### src/rtl/br_amba_axi_burst_addr_gen_pkg.sv
// Package br_amba: AXI burst types plus helpers for the address generator.
// Provides axi_burst_type_t, the 4KB boundary size, wrap-length and alignment helpers.
package br_amba;

    typedef enum logic [1:0] {
        AxiBurstFixed = 2'b00,
        AxiBurstIncr  = 2'b01,
        AxiBurstWrap  = 2'b10,
        AxiBurstRsvd  = 2'b11
    } axi_burst_type_t;

    typedef enum logic {
        GenIdle,
        GenBusy
    } gen_state_t;

    localparam int AxiBoundaryBytes = 4096;

    // Byte-lane index width; a one-byte bus still gets a 1-bit lane field.
    function automatic int lane_width(int data_width);
        return (data_width / 8 > 1) ? $clog2(data_width / 8) : 1;
    endfunction

    function automatic logic is_legal_wrap_len(logic [7:0] len);
        return (len == 8'd1) || (len == 8'd3) ||
               (len == 8'd7) || (len == 8'd15);
    endfunction

    // FIXED bursts keep the raw address; all other types align to 1<<size.
    // Addresses up to 64 bits are supported.
    function automatic logic [63:0] align_addr(
        logic [63:0]     addr,
        logic [2:0]      size,
        axi_burst_type_t burst
    );
        if (burst == AxiBurstFixed) begin
            return addr;
        end
        return addr & ~((64'd1 << size) - 64'd1);
    endfunction

endpackage

### src/rtl/br_amba_axi_burst_addr_gen_if.sv
// Command and beat channels of the AXI burst address generator.
// master: issues cmd_*, accepts beat_*; slave: the generator side.
interface br_amba_axi_burst_addr_gen_if #(
    parameter int AddrWidth = 32,
    parameter int DataWidth = 32,
    parameter int IdWidth   = 4
);
    import br_amba::*;

    localparam int L = lane_width(DataWidth);

    logic                 cmd_valid;
    logic                 cmd_ready;
    logic [IdWidth-1:0]   cmd_id;
    logic [AddrWidth-1:0] cmd_addr;
    logic [7:0]           cmd_len;
    logic [2:0]           cmd_size;
    axi_burst_type_t      cmd_burst;

    logic                 beat_valid;
    logic                 beat_ready;
    logic [IdWidth-1:0]   beat_id;
    logic [AddrWidth-1:0] beat_addr;
    logic [7:0]           beat_idx;
    logic                 beat_last;
    logic [L-1:0]         beat_lane_lo;
    logic [L-1:0]         beat_lane_hi;
    logic                 beat_err;

    modport master (
        output cmd_valid, cmd_id, cmd_addr, cmd_len, cmd_size, cmd_burst,
        output beat_ready,
        input  cmd_ready,
        input  beat_valid, beat_id, beat_addr, beat_idx, beat_last,
        input  beat_lane_lo, beat_lane_hi, beat_err
    );

    modport slave (
        input  cmd_valid, cmd_id, cmd_addr, cmd_len, cmd_size, cmd_burst,
        input  beat_ready,
        output cmd_ready,
        output beat_valid, beat_id, beat_addr, beat_idx, beat_last,
        output beat_lane_lo, beat_lane_hi, beat_err
    );

endinterface

### src/rtl/br_amba_axi_burst_addr_gen_next.sv
// br_amba_axi_burst_addr_next: combinational next-beat address and lane bounds.
// Ports: addr/size/burst/wrap_lo/wrap_end -> next_addr; lane_addr/lane_size -> lane_lo/lane_hi.
module br_amba_axi_burst_addr_next
    import br_amba::*;
#(
    parameter int AddrWidth = 32,
    parameter int L         = 2
) (
    input  logic [AddrWidth-1:0] addr,
    input  logic [2:0]           size,
    input  axi_burst_type_t      burst,
    input  logic [AddrWidth-1:0] wrap_lo,
    input  logic [AddrWidth-1:0] wrap_end,
    input  logic [L-1:0]         lane_addr,
    input  logic [2:0]           lane_size,
    output logic [AddrWidth-1:0] next_addr,
    output logic [L-1:0]         lane_lo,
    output logic [L-1:0]         lane_hi
);

    logic [AddrWidth-1:0] base;
    logic [AddrWidth-1:0] incr;
    logic [L-1:0]         lmask;

    always_comb begin
        base      = AddrWidth'(align_addr(64'(addr), size, burst));
        incr      = base + (AddrWidth'(1) << size);
        next_addr = incr;
        unique case (burst)
            AxiBurstFixed: next_addr = base;
            // wrap_end is low+T truncated, so wrapping at the top of the
            // address space still lands back on the wrap boundary
            AxiBurstWrap:  next_addr = (incr == wrap_end) ? wrap_lo : incr;
            default:       next_addr = incr;
        endcase

        // Sizes wider than the bus saturate the mask to all lanes.
        lmask   = L'((8'd1 << lane_size) - 8'd1);
        lane_lo = lane_addr;
        lane_hi = (lane_addr & ~lmask) + lmask;
    end

endmodule

### src/rtl/br_amba_axi_burst_addr_gen.sv
// AXI burst address generator: expands one AW/AR command into per-beat address,
// index, last, byte-lane bounds and error flag. Ports: clk, rst (async, high), bus (slave).
// Option BR_AMBA_AXI_BURST_ADDR_GEN_4KB_CHECK_EN flags INCR bursts crossing 4KB.
module br_amba_axi_burst_addr_gen
    import br_amba::*;
#(
    parameter int AddrWidth = 32,
    parameter int DataWidth = 32,
    parameter int IdWidth   = 4
) (
    input logic clk,
    input logic rst,
    br_amba_axi_burst_addr_gen_if.slave bus
);

    localparam int         L         = lane_width(DataWidth);
    localparam logic [2:0] LSize     = 3'(L);
    localparam int         BoundBits = $clog2(AxiBoundaryBytes);

    gen_state_t           state;
    logic [7:0]           len_q;
    logic [2:0]           size_q;
    axi_burst_type_t      burst_q;
    logic [AddrWidth-1:0] wrap_lo_q;
    logic [AddrWidth-1:0] wrap_end_q;

    logic                 take_cmd;
    logic                 beat_hs;
    logic [7:0]           idx_nxt;

    logic [AddrWidth:0]   cmd_t;
    logic [AddrWidth-1:0] cmd_a;
    logic [AddrWidth-1:0] cmd_lo;
    logic [AddrWidth-1:0] cmd_wend;
    logic                 cmd_illegal;
    logic                 cmd_err;
    axi_burst_type_t      cmd_eff;

`ifdef BR_AMBA_AXI_BURST_ADDR_GEN_4KB_CHECK_EN
    logic [AddrWidth:0]   cmd_a_x;
    logic [AddrWidth:0]   cmd_end;
    logic                 cross_4k;
`endif

    logic [AddrWidth-1:0] next_addr;
    logic [L-1:0]         ld_lane_addr;
    logic [2:0]           ld_size;
    logic [L-1:0]         ld_lane_lo;
    logic [L-1:0]         ld_lane_hi;

    // Held low through reset so nothing is accepted before the FSM is live.
    assign bus.cmd_ready = !rst &&
        ((state == GenIdle) ||
         (bus.beat_valid && bus.beat_ready && bus.beat_last));

    assign take_cmd = bus.cmd_valid && bus.cmd_ready;
    assign beat_hs  = bus.beat_valid && bus.beat_ready;
    assign idx_nxt  = bus.beat_idx + 8'd1;

    always_comb begin
        cmd_a  = AddrWidth'(align_addr(64'(bus.cmd_addr), bus.cmd_size,
                                       AxiBurstIncr));
        // T is one bit wider than the address so 256 x 128B cannot overflow.
        cmd_t  = (AddrWidth+1)'({1'b0, bus.cmd_len} + 9'd1) << bus.cmd_size;
        cmd_lo = bus.cmd_addr & ~AddrWidth'(cmd_t - (AddrWidth+1)'(1));
        cmd_wend = AddrWidth'({1'b0, cmd_lo} + cmd_t);

        cmd_illegal = (bus.cmd_burst == AxiBurstRsvd) ||
                      (bus.cmd_size > LSize) ||
                      ((bus.cmd_burst == AxiBurstWrap) &&
                       (!is_legal_wrap_len(bus.cmd_len) ||
                        (bus.cmd_addr != cmd_a)));

        // Illegal bursts still walk their beats, using INCR addressing.
        cmd_eff = cmd_illegal ? AxiBurstIncr : bus.cmd_burst;

`ifdef BR_AMBA_AXI_BURST_ADDR_GEN_4KB_CHECK_EN
        cmd_a_x  = {1'b0, cmd_a};
        cmd_end  = cmd_a_x + cmd_t - (AddrWidth+1)'(1);
        cross_4k = (cmd_end >> BoundBits) != (cmd_a_x >> BoundBits);
        cmd_err  = cmd_illegal ||
                   ((bus.cmd_burst == AxiBurstIncr) && cross_4k);
`else
        cmd_err  = cmd_illegal;
`endif
    end

    // Lanes are computed for whichever address is loaded next.
    assign ld_lane_addr = take_cmd ? bus.cmd_addr[L-1:0] : next_addr[L-1:0];
    assign ld_size      = take_cmd ? bus.cmd_size : size_q;

    br_amba_axi_burst_addr_next #(
        .AddrWidth (AddrWidth),
        .L         (L)
    ) u_next (
        .addr      (bus.beat_addr),
        .size      (size_q),
        .burst     (burst_q),
        .wrap_lo   (wrap_lo_q),
        .wrap_end  (wrap_end_q),
        .lane_addr (ld_lane_addr),
        .lane_size (ld_size),
        .next_addr (next_addr),
        .lane_lo   (ld_lane_lo),
        .lane_hi   (ld_lane_hi)
    );

    always_ff @(posedge clk or posedge rst) begin
        if (rst) begin
            state            <= GenIdle;
            len_q            <= '0;
            size_q           <= '0;
            burst_q          <= AxiBurstFixed;
            wrap_lo_q        <= '0;
            wrap_end_q       <= '0;
            bus.beat_valid   <= 1'b0;
            bus.beat_id      <= IdWidth'(0);
            bus.beat_addr    <= '0;
            bus.beat_idx     <= '0;
            bus.beat_last    <= 1'b0;
            bus.beat_lane_lo <= '0;
            bus.beat_lane_hi <= '0;
            bus.beat_err     <= 1'b0;
        end else if (take_cmd) begin
            state            <= GenBusy;
            len_q            <= bus.cmd_len;
            size_q           <= bus.cmd_size;
            burst_q          <= cmd_eff;
            wrap_lo_q        <= cmd_lo;
            wrap_end_q       <= cmd_wend;
            bus.beat_valid   <= 1'b1;
            bus.beat_id      <= bus.cmd_id;
            bus.beat_addr    <= bus.cmd_addr;
            bus.beat_idx     <= '0;
            bus.beat_last    <= (bus.cmd_len == 8'd0);
            bus.beat_lane_lo <= ld_lane_lo;
            bus.beat_lane_hi <= ld_lane_hi;
            bus.beat_err     <= cmd_err;
        end else if (beat_hs) begin
            if (bus.beat_last) begin
                state          <= GenIdle;
                bus.beat_valid <= 1'b0;
            end else begin
                bus.beat_addr    <= next_addr;
                bus.beat_idx     <= idx_nxt;
                bus.beat_last    <= (idx_nxt == len_q);
                bus.beat_lane_lo <= ld_lane_lo;
                bus.beat_lane_hi <= ld_lane_hi;
            end
        end
    end

endmodule

### src/flat_wrapper.sv
// flat-port wrapper written by rule: the top's interface ports become plain ports
module br_amba_axi_burst_addr_gen_flat import br_amba::*;
#(
    parameter int AddrWidth = 32,
    parameter int DataWidth = 32,
    parameter int IdWidth   = 4
)
  (clk, rst, bus_cmd_valid, bus_cmd_id, bus_cmd_addr, bus_cmd_len, bus_cmd_size, bus_cmd_burst, bus_beat_ready, bus_cmd_ready, bus_beat_valid, bus_beat_id, bus_beat_addr, bus_beat_idx, bus_beat_last, bus_beat_lane_lo, bus_beat_lane_hi, bus_beat_err);
  br_amba_axi_burst_addr_gen_if #(.AddrWidth(AddrWidth), .DataWidth(DataWidth), .IdWidth(IdWidth)) bus_i ();
  input logic clk;
  input logic rst;
  input wire logic [$bits(bus_i.cmd_valid)-1:0] bus_cmd_valid;
  input wire logic [$bits(bus_i.cmd_id)-1:0] bus_cmd_id;
  input wire logic [$bits(bus_i.cmd_addr)-1:0] bus_cmd_addr;
  input wire logic [$bits(bus_i.cmd_len)-1:0] bus_cmd_len;
  input wire logic [$bits(bus_i.cmd_size)-1:0] bus_cmd_size;
  input wire logic [$bits(bus_i.cmd_burst)-1:0] bus_cmd_burst;
  input wire logic [$bits(bus_i.beat_ready)-1:0] bus_beat_ready;
  output wire logic [$bits(bus_i.cmd_ready)-1:0] bus_cmd_ready;
  output wire logic [$bits(bus_i.beat_valid)-1:0] bus_beat_valid;
  output wire logic [$bits(bus_i.beat_id)-1:0] bus_beat_id;
  output wire logic [$bits(bus_i.beat_addr)-1:0] bus_beat_addr;
  output wire logic [$bits(bus_i.beat_idx)-1:0] bus_beat_idx;
  output wire logic [$bits(bus_i.beat_last)-1:0] bus_beat_last;
  output wire logic [$bits(bus_i.beat_lane_lo)-1:0] bus_beat_lane_lo;
  output wire logic [$bits(bus_i.beat_lane_hi)-1:0] bus_beat_lane_hi;
  output wire logic [$bits(bus_i.beat_err)-1:0] bus_beat_err;
  assign bus_i.cmd_valid = bus_cmd_valid;
  assign bus_i.cmd_id = bus_cmd_id;
  assign bus_i.cmd_addr = bus_cmd_addr;
  assign bus_i.cmd_len = bus_cmd_len;
  assign bus_i.cmd_size = bus_cmd_size;
  assign bus_i.cmd_burst = bus_cmd_burst;
  assign bus_i.beat_ready = bus_beat_ready;
  assign bus_cmd_ready = bus_i.cmd_ready;
  assign bus_beat_valid = bus_i.beat_valid;
  assign bus_beat_id = bus_i.beat_id;
  assign bus_beat_addr = bus_i.beat_addr;
  assign bus_beat_idx = bus_i.beat_idx;
  assign bus_beat_last = bus_i.beat_last;
  assign bus_beat_lane_lo = bus_i.beat_lane_lo;
  assign bus_beat_lane_hi = bus_i.beat_lane_hi;
  assign bus_beat_err = bus_i.beat_err;
  br_amba_axi_burst_addr_gen #(.AddrWidth(AddrWidth), .DataWidth(DataWidth), .IdWidth(IdWidth)) u_core (.clk(clk), .rst(rst), .bus(bus_i));
endmodule
### config.mk
export PLATFORM = sky130hd
export DESIGN_NAME = br_amba_axi_burst_addr_gen_flat
export DESIGN_NICKNAME = d
export VERILOG_FILES = /design/src/rtl/br_amba_axi_burst_addr_gen_pkg.sv /design/src/rtl/br_amba_axi_burst_addr_gen_if.sv /design/src/rtl/br_amba_axi_burst_addr_gen_next.sv /design/src/rtl/br_amba_axi_burst_addr_gen.sv /design/src/flat_wrapper.sv
export SDC_FILE = /design/constraint.sdc
export NUM_CORES = 1
export LEC_CHECK = 0
export ABC_AREA = 1
export CELL_PAD_IN_SITES_DETAIL_PLACEMENT = 2
export CELL_PAD_IN_SITES_GLOBAL_PLACEMENT = 2
export CORE_AREA = 3 3 188 190
export DETAILED_ROUTE_END_ITERATION = 6
export DIE_AREA = 0 0 191 193
export GPL_ROUTABILITY_DRIVEN = 0
export GPL_TIMING_DRIVEN = 0
export PLACE_DENSITY = 0.95
export SKIP_LAST_GASP = 1
export SLEW_MARGIN = 20
export SYNTH_ARGS = -nofsm -noshare
export SYNTH_HDL_FRONTEND = slang
export SYNTH_HIERARCHICAL = 1
export SYNTH_SLANG_ARGS = --single-unit
### constraint.sdc
create_clock -name clk -period 8.5 [get_ports clk]
set_input_delay 1.7 -clock clk [delete_from_list [all_inputs] [get_ports clk]]
set_output_delay 1.7 -clock clk [all_outputs]
set_load 0.02 [all_outputs]
==> impl_metrics.py, run 1 <==
metrics = {
    "status": {
        "status": "completed",
    },
    "pwr": {
        "p_total_uw": 5038,
        "max-vdd-ir-drop_v": 0.0001847,
        "switchingPower_uw": 2846,
        "p_seq_share_pct": 26.7,
        "cellInternalPower_uw": 2192,
        "p_clk_share_pct": 15.1,
        "leakage_uw": 0.007244,
        "switching_share_pct": 56.49,
        "power_per_cell_area_nw_per_um2": 361.3,
        "comb_power_share_pct": 58.2,
    },
    "finish": {
        "fin_cells": 2470,
        "final_common_cell": "nand2_1",
        "final_cell_mix": "nand2_1 (729), inv_1 (207), nand3_1 (188)",
        "nNetsFinal": 2083,
        "drive_above_1_share_pct": 10.05,
        "area_delta_synth_final_pct": 18.42,
        "n_fill_cell": 4117,
    },
    "critical_path": {
        "cp.required_ns": 8.82,
        "path_class": "reg2reg",
        "arrival_ns": 7.20,
        "cp_common_cell": "nand2_1",
        "cp-start-kind": "flip-flop",
        "crit_path_end_kind": "flip-flop",
        "cp_slowest_stage_delay_ns": 0.40,
        "crit_fanout": 10,
        "cp_slowest_cell": "dfrtp_1",
        "r2r_slack_ns": 1.62,
    },
    "timing": {
        "fmax_mhz": 145.4,
        "finalSetupViolCount": 0,
        "fin_worst_skew_ns": 0.01117,
        "tightest_slew_ns": 0.9193,
        "drv_slew": 0,
        "rsz0062_at_grt": "no",
        "hold_viol": 0,
        "fin_hold_ws_ns": 0.5213,
        "period_share_pct": 80.93,
        "slew_headroom_pct": 38.49,
        "layout_min_cycle_time_ns": 6.879,
    },
    "floorplan": {
        "ios": 105,
        "rows": 67,
        "die_h_um": 193,
        "start_util_pct": 35.02,
        "die_area_um2": 36860,
        "core_area_um2": 33620,
        "fp.dieW_um": 191,
    },
    "synth": {
        "ys_types": 55,
        "synth_edf_count": 0,
        "ys_warn_count": 6,
        "syn_area_per_cell_um2": 6.239,
        "syn-num-nets": 1963,
        "yosysSeqAreaShare_pct": 27.21,
        "synthFlopType": "dfrtp_1",
        "synthesis.area_um2": 11770,
        "async_flop_share_pct": 100.0,
        "synth_top_cell_by_area": "dfrtp_1",
        "synth.top_cell.area_share_pct": 27.21,
        "ys_ff_latch": 128,
        "synth.area.top_cells": "dfrtp_1 (27%), nand2_1 (23%), nand3_1 (8.0%), inv_1 (6.6%), nor2_1 (3.9%)",
        "postSynthCellCount": 1887,
    },
    "clock_network": {
        "cts_setup_buffers": 0,
        "cts_resized": 0,
        "ctsHtreeMaxLevel": 4,
        "numCtsBuffers": 17,
        "worstSkewPairLatency_ns": 0.46,
        "cts_tree": "done",
        "clock-sinks": 128,
        "holdBufCountCts": 0,
        "clk_pin_slew_ns": 0.07,
        "clockBufferDepth": 2,
        "cts_root_buf": "clkbuf_16",
    },
    "routing": {
        "wire_per_inst_um": 30.27,
        "drtIter0Drc": 1607,
        "drc": 0,
        "routed_wl_um": 74760,
        "drt-vias-per-instance": 6.205,
        "ant_nets": 0,
        "drtPass1Iterations": 5,
        "vias": 15327,
    },
    "global_routing": {
        "grt_pass1_wl_um": 111300,
        "grt_pass1_vias": 16881,
        "antenna_found_initial": 4,
        "grt_overflow": 0,
        "grt.total_usage_pct": 40.25,
        "grt_max_degree": 96,
    },
    "placement": {
        "io_buffers": 100,
        "placed_cells": 2436,
        "hpwl_um": 49670,
    },
    "min_path": {
        "hp-class": "reg2reg",
    },
    "job": {
        "maxCapViolations": 0,
    },
}
-- per-stage QoR --
| step | cell area (µm²) | util, % | setup slack, ns | setup TNS, ns |
|---|---|---|---|---|
| 3_3_place_gp | 13340 | 39.67 | -0.1641 | -0.1641 |
| 3_5_place_dp | 13370 | 39.77 | 1.710 | 0 |
| 4_1_cts | 13940 | 41.46 | 1.824 | 0 |
| 5_1_grt | 13940 | 41.46 | 1.415 | 0 |
| 6_report | 13940 | 41.47 | 1.621 | 0 |
| 2_1_floorplan | 11770 | - | 2.051 | 0 |
-- state kept, by name, indices dropped and copies added (netlist names) --
register and flops:
u_core/state 1, u_core/size_q 3, u_core/wrap_end_q 32, u_core/len_q 8
u_core/bus.beat_idx 8, u_core/bus.beat_err 1, u_core/bus.beat_id 4, u_core/bus.beat_lane_lo 2
u_core/burst_q 2, u_core/bus.beat_addr 32, u_core/bus.beat_last 1, u_core/bus.beat_lane_hi 2
u_core/wrap_lo_q 32
-- power by group through the flow --
stage | sequential [µW] | combinational [µW] | clock (µW)
2_1_floorplan | 1200 | 1510 | 0
3_3_place_gp | 1220 | 2290 | 0
3_5_place_dp | 1270 | 2550 | 0
4_1_cts | 1310 | 2820 | 758
5_1_grt | 1350 | 3060 | 781
6_report | 1350 | 2930 | 761
-- cell type report --
class	count	area, µm²	area share [%]
clock inverter	13	113.9	0.8167
clock buffer	19	452.9	3.249
timing repair buffer	101	1028	7.377
multi-input combinational	1453	7328	52.56
tap	448	560.5	4.020
inverter	238	900.9	6.461
antenna	2	5.005	0.03590
sequential	128	3203	22.97
buffer	68	349.1	2.504
-- critical path: cells and delay by family, from the launching register on --
kind | cells | cell delay [ns]
and+or+nand+nor | 26 | 3.29
buffers and inverters | 6 | 1.14
AOI/OAI and AO/OA | 4 | 0.97
adders and majority gates | 2 | 0.72
DFF | 1 | 0.40
xor gates and xnor gates | 1 | 0.19
-- worst paths after layout --
kind,startpoint,endpoint,cells after the start
max,u_core/size_q[1],u_core/bus.beat_lane_hi[1],39
min,u_core/wrap_lo_q[23],u_core/wrap_lo_q[23],2
max reg2reg,u_core/size_q[1],u_core/bus.beat_lane_hi[1],39
min reg2reg,u_core/wrap_lo_q[23],u_core/wrap_lo_q[23],2
max in group asynchronous,rst,u_core/bus.beat_id[2],3
min in group asynchronous,rst,u_core/size_q[2],2
-- cell families after synthesis --
family / count (synthesis) / synth area share [%]
AOI/OAI and AO/OA: 154 / 7.800
DFF: 128 / 27.21
adders and majority gates: 23 / 2.508
xor gates and xnor gates: 47 / 3.964
buffers and inverters: 306 / 10.55
muxes: 1 / 0.1169
and+or+nand+nor: 1228 / 47.85
-- synth_stat cells, drive strengths merged, types with 13 or more instances --
cell    number
nor2       155
inv        237
o21ai       83
clkbuf      32
nand4       59
ha          22
nand3      215
dfrtp      128
o22ai       13
xor2        28
a21oi       15
nand2      764
buf         36
xnor2       15
-- per-layer routing --
| layer | global-route usage, % | up-vias | wire length, µm |
|---|---|---|---|
| met4 | 21.45 | 2 | 4321 |
| met3 | 9.148 | 329 | 6280 |
| met2 | 68.12 | 977 | 35200 |
| li1 | - | 6261 | - |
| met1 | 47.74 | 7758 | 28940 |
| met5 | 0.1326 | - | 12 |
Power figures use the tool's default switching activity.
==> run 2, diff against run 1 <==
Settings changed: CORE_AREA 3 3 188 190 to 3 3 206 208, DIE_AREA 0 0 191 193 to 0 0 209 211, PLACE_DENSITY 0.95 to 0.88.
Clock period 8.5 ns to 6 ns, I/O delays scaled along.
==> impl_metrics.py, run 2 (synthesized netlist as in run 1, its figures left out) <==
metrics = {
    "timing": {
        "fin_hold_ws_ns": 0.4920,
        "tightest_slew_ns": 1.029,
        "slew_headroom_pct": 31.43,
        "hold_viol": 0,
        "layout_min_cycle_time_ns": 5.811,
        "period_share_pct": 96.85,
        "drv_slew": 0,
        "fin_worst_skew_ns": 0.01867,
        "finalSetupViolCount": 0,
        "fmax_mhz": 172.1,
    },
    "floorplan": {
        "die_h_um": 211,
        "start_util_pct": 28.90,
        "core_area_um2": 40740,
        "die_area_um2": 44100,
        "ios": 105,
        "fp.dieW_um": 209,
        "rows": 74,
    },
    "finish": {
        "final_common_cell": "nand2_1",
        "register_area_um2": 3203,
        "reg_top3": "u_core/bus.beat_addr x32, u_core/wrap_end_q x32, u_core/wrap_lo_q x32",
        "drive_above_1_share_pct": 10.68,
        "nNetsFinal": 2086,
        "final_cell_mix": "nand2_1 (726), inv_1 (206), nand3_1 (188)",
        "area_delta_synth_final_pct": 20.40,
        "fin_cells": 2556,
        "n_fill_cell": 4945,
        "multi_input_area_um2": 7420,
    },
    "critical_path": {
        "cp_slowest_cell": "clkbuf_1",
        "crit_fanout": 10,
        "cpLargestDelayFamily": "simple AND/OR/NAND/NOR gates",
        "cp.required_ns": 6.32,
        "cp_common_cell": "nand2_1",
        "crit_cells": 30,
        "cp_slowest_stage_delay_ns": 0.63,
        "cp_num_buf_inv": 4,
        "arrival_ns": 6.13,
        "path_class": "reg2reg",
        "cp-start-kind": "flip-flop",
        "crit_path_end_kind": "flip-flop",
        "r2r_cells": 30,
    },
    "global_routing": {
        "antenna_found_initial": 1,
        "grt_pass1_vias": 16148,
        "grt.total_usage_pct": 28.76,
        "grt_max_degree": 78,
        "grt_pass1_wl_um": 98380,
        "grt_overflow": 0,
    },
    "clock_network": {
        "worstSkewPairLatency_ns": 0.45,
        "holdBufCountCts": 0,
        "ctsHtreeMaxLevel": 4,
        "cts_tree": "done",
        "numCtsBuffers": 17,
        "clock-sinks": 128,
        "clk_pin_slew_ns": 0.06,
        "clockBufferDepth": 2,
        "cts_root_buf": "clkbuf_16",
    },
    "routing": {
        "routed_wl_um": 64810,
        "drt-vias-per-instance": 5.625,
        "vias": 14377,
        "drtIter0Drc": 1279,
        "drc": 0,
        "wire_per_inst_um": 25.36,
        "ant_nets": 0,
        "drtPass1Iterations": 5,
    },
    "placement": {
        "placed_cells": 2520,
        "io_buffers": 100,
        "hpwl_um": 45730,
    },
    "pwr": {
        "max-vdd-ir-drop_v": 0.0002290,
        "leakage_uw": 0.007278,
        "power_per_cell_area_nw_per_um2": 478.1,
    },
    "status": {
        "status": "completed",
    },
    "job": {
        "maxCapViolations": 0,
    },
    "min_path": {
        "hp-class": "reg2reg",
        "hold_path_depth": 2,
    },
}
## run 2: worst min-delay path, delay by kind of cell (launching register included)
family | cells | cell delay [ns]
DFF | 1 | 0.34
and+or+nand+nor | 2 | 0.12
## run 2: power breakdown
part | internal (µW) | leakage [µW] | switching (µW) | total (µW)
combinational | 1290 | 0.00539 | 2590 | 3880
clock | 619 | 0.000273 | 435 | 1050
sequential | 1250 | 0.00162 | 591 | 1840
total | 3160 | 0.00728 | 3620 | 6780
## run 2: layout make-up
cell class                      count  area share (%)
Clock buffer                       21           3.177
Multi-Input combinational cell   1453           52.34
Antenna cell                        2         0.03530
Clock inverter                     10          0.7944
Tap cell                          532           4.695
Timing Repair Buffer              104           7.432
Buffer                             68           2.577
Sequential cell                   128           22.59
Inverter                          238           6.355
## run 2: what timing repair did
item | CTS | global route
buffers inserted | 0 | 3
resized for setup | 0 | 34
setup endpoints to repair | 0 | 50
## run 2: final timing paths
check	from	to	slack, ns
max in group asynchronous	rst	u_core/wrap_end_q[20]	4.04
setup / recovery	u_core/burst_q[0]	u_core/bus.beat_lane_hi[0]	0.19
min in group asynchronous	rst	u_core/bus.beat_lane_lo[1]	1.17
hold reg to reg	u_core/bus.beat_id[3]	u_core/bus.beat_id[3]	0.49
hold / removal	u_core/bus.beat_id[3]	u_core/bus.beat_id[3]	0.49
setup reg to reg	u_core/burst_q[0]	u_core/bus.beat_lane_hi[0]	0.19
## run 2: layer usage
metal	track usage [%]	vias to the layer above	routed length, µm
li1	-	6256	-
met4	15.13	0	3360
met3	5.347	209	4171
met5	0	-	0
met2	49.06	667	31290
met1	34.60	7245	25990
## run 2: stage by stage
step	instance area, µm²	power [µW]	TNS (ns)	utilization, %	worst slack (ns)
finish	14180	6777	0	34.80	0.1890
global route	14170	7160	-0.1449	34.79	-0.09250
detailed placement	13480	5260	-2.504	33.08	-0.2775
global placement	13440	4990	-269.34	32.99	-1.776
CTS	14040	6599	0	34.46	0.03940
floorplan	11770	3830	0	-	0.5512
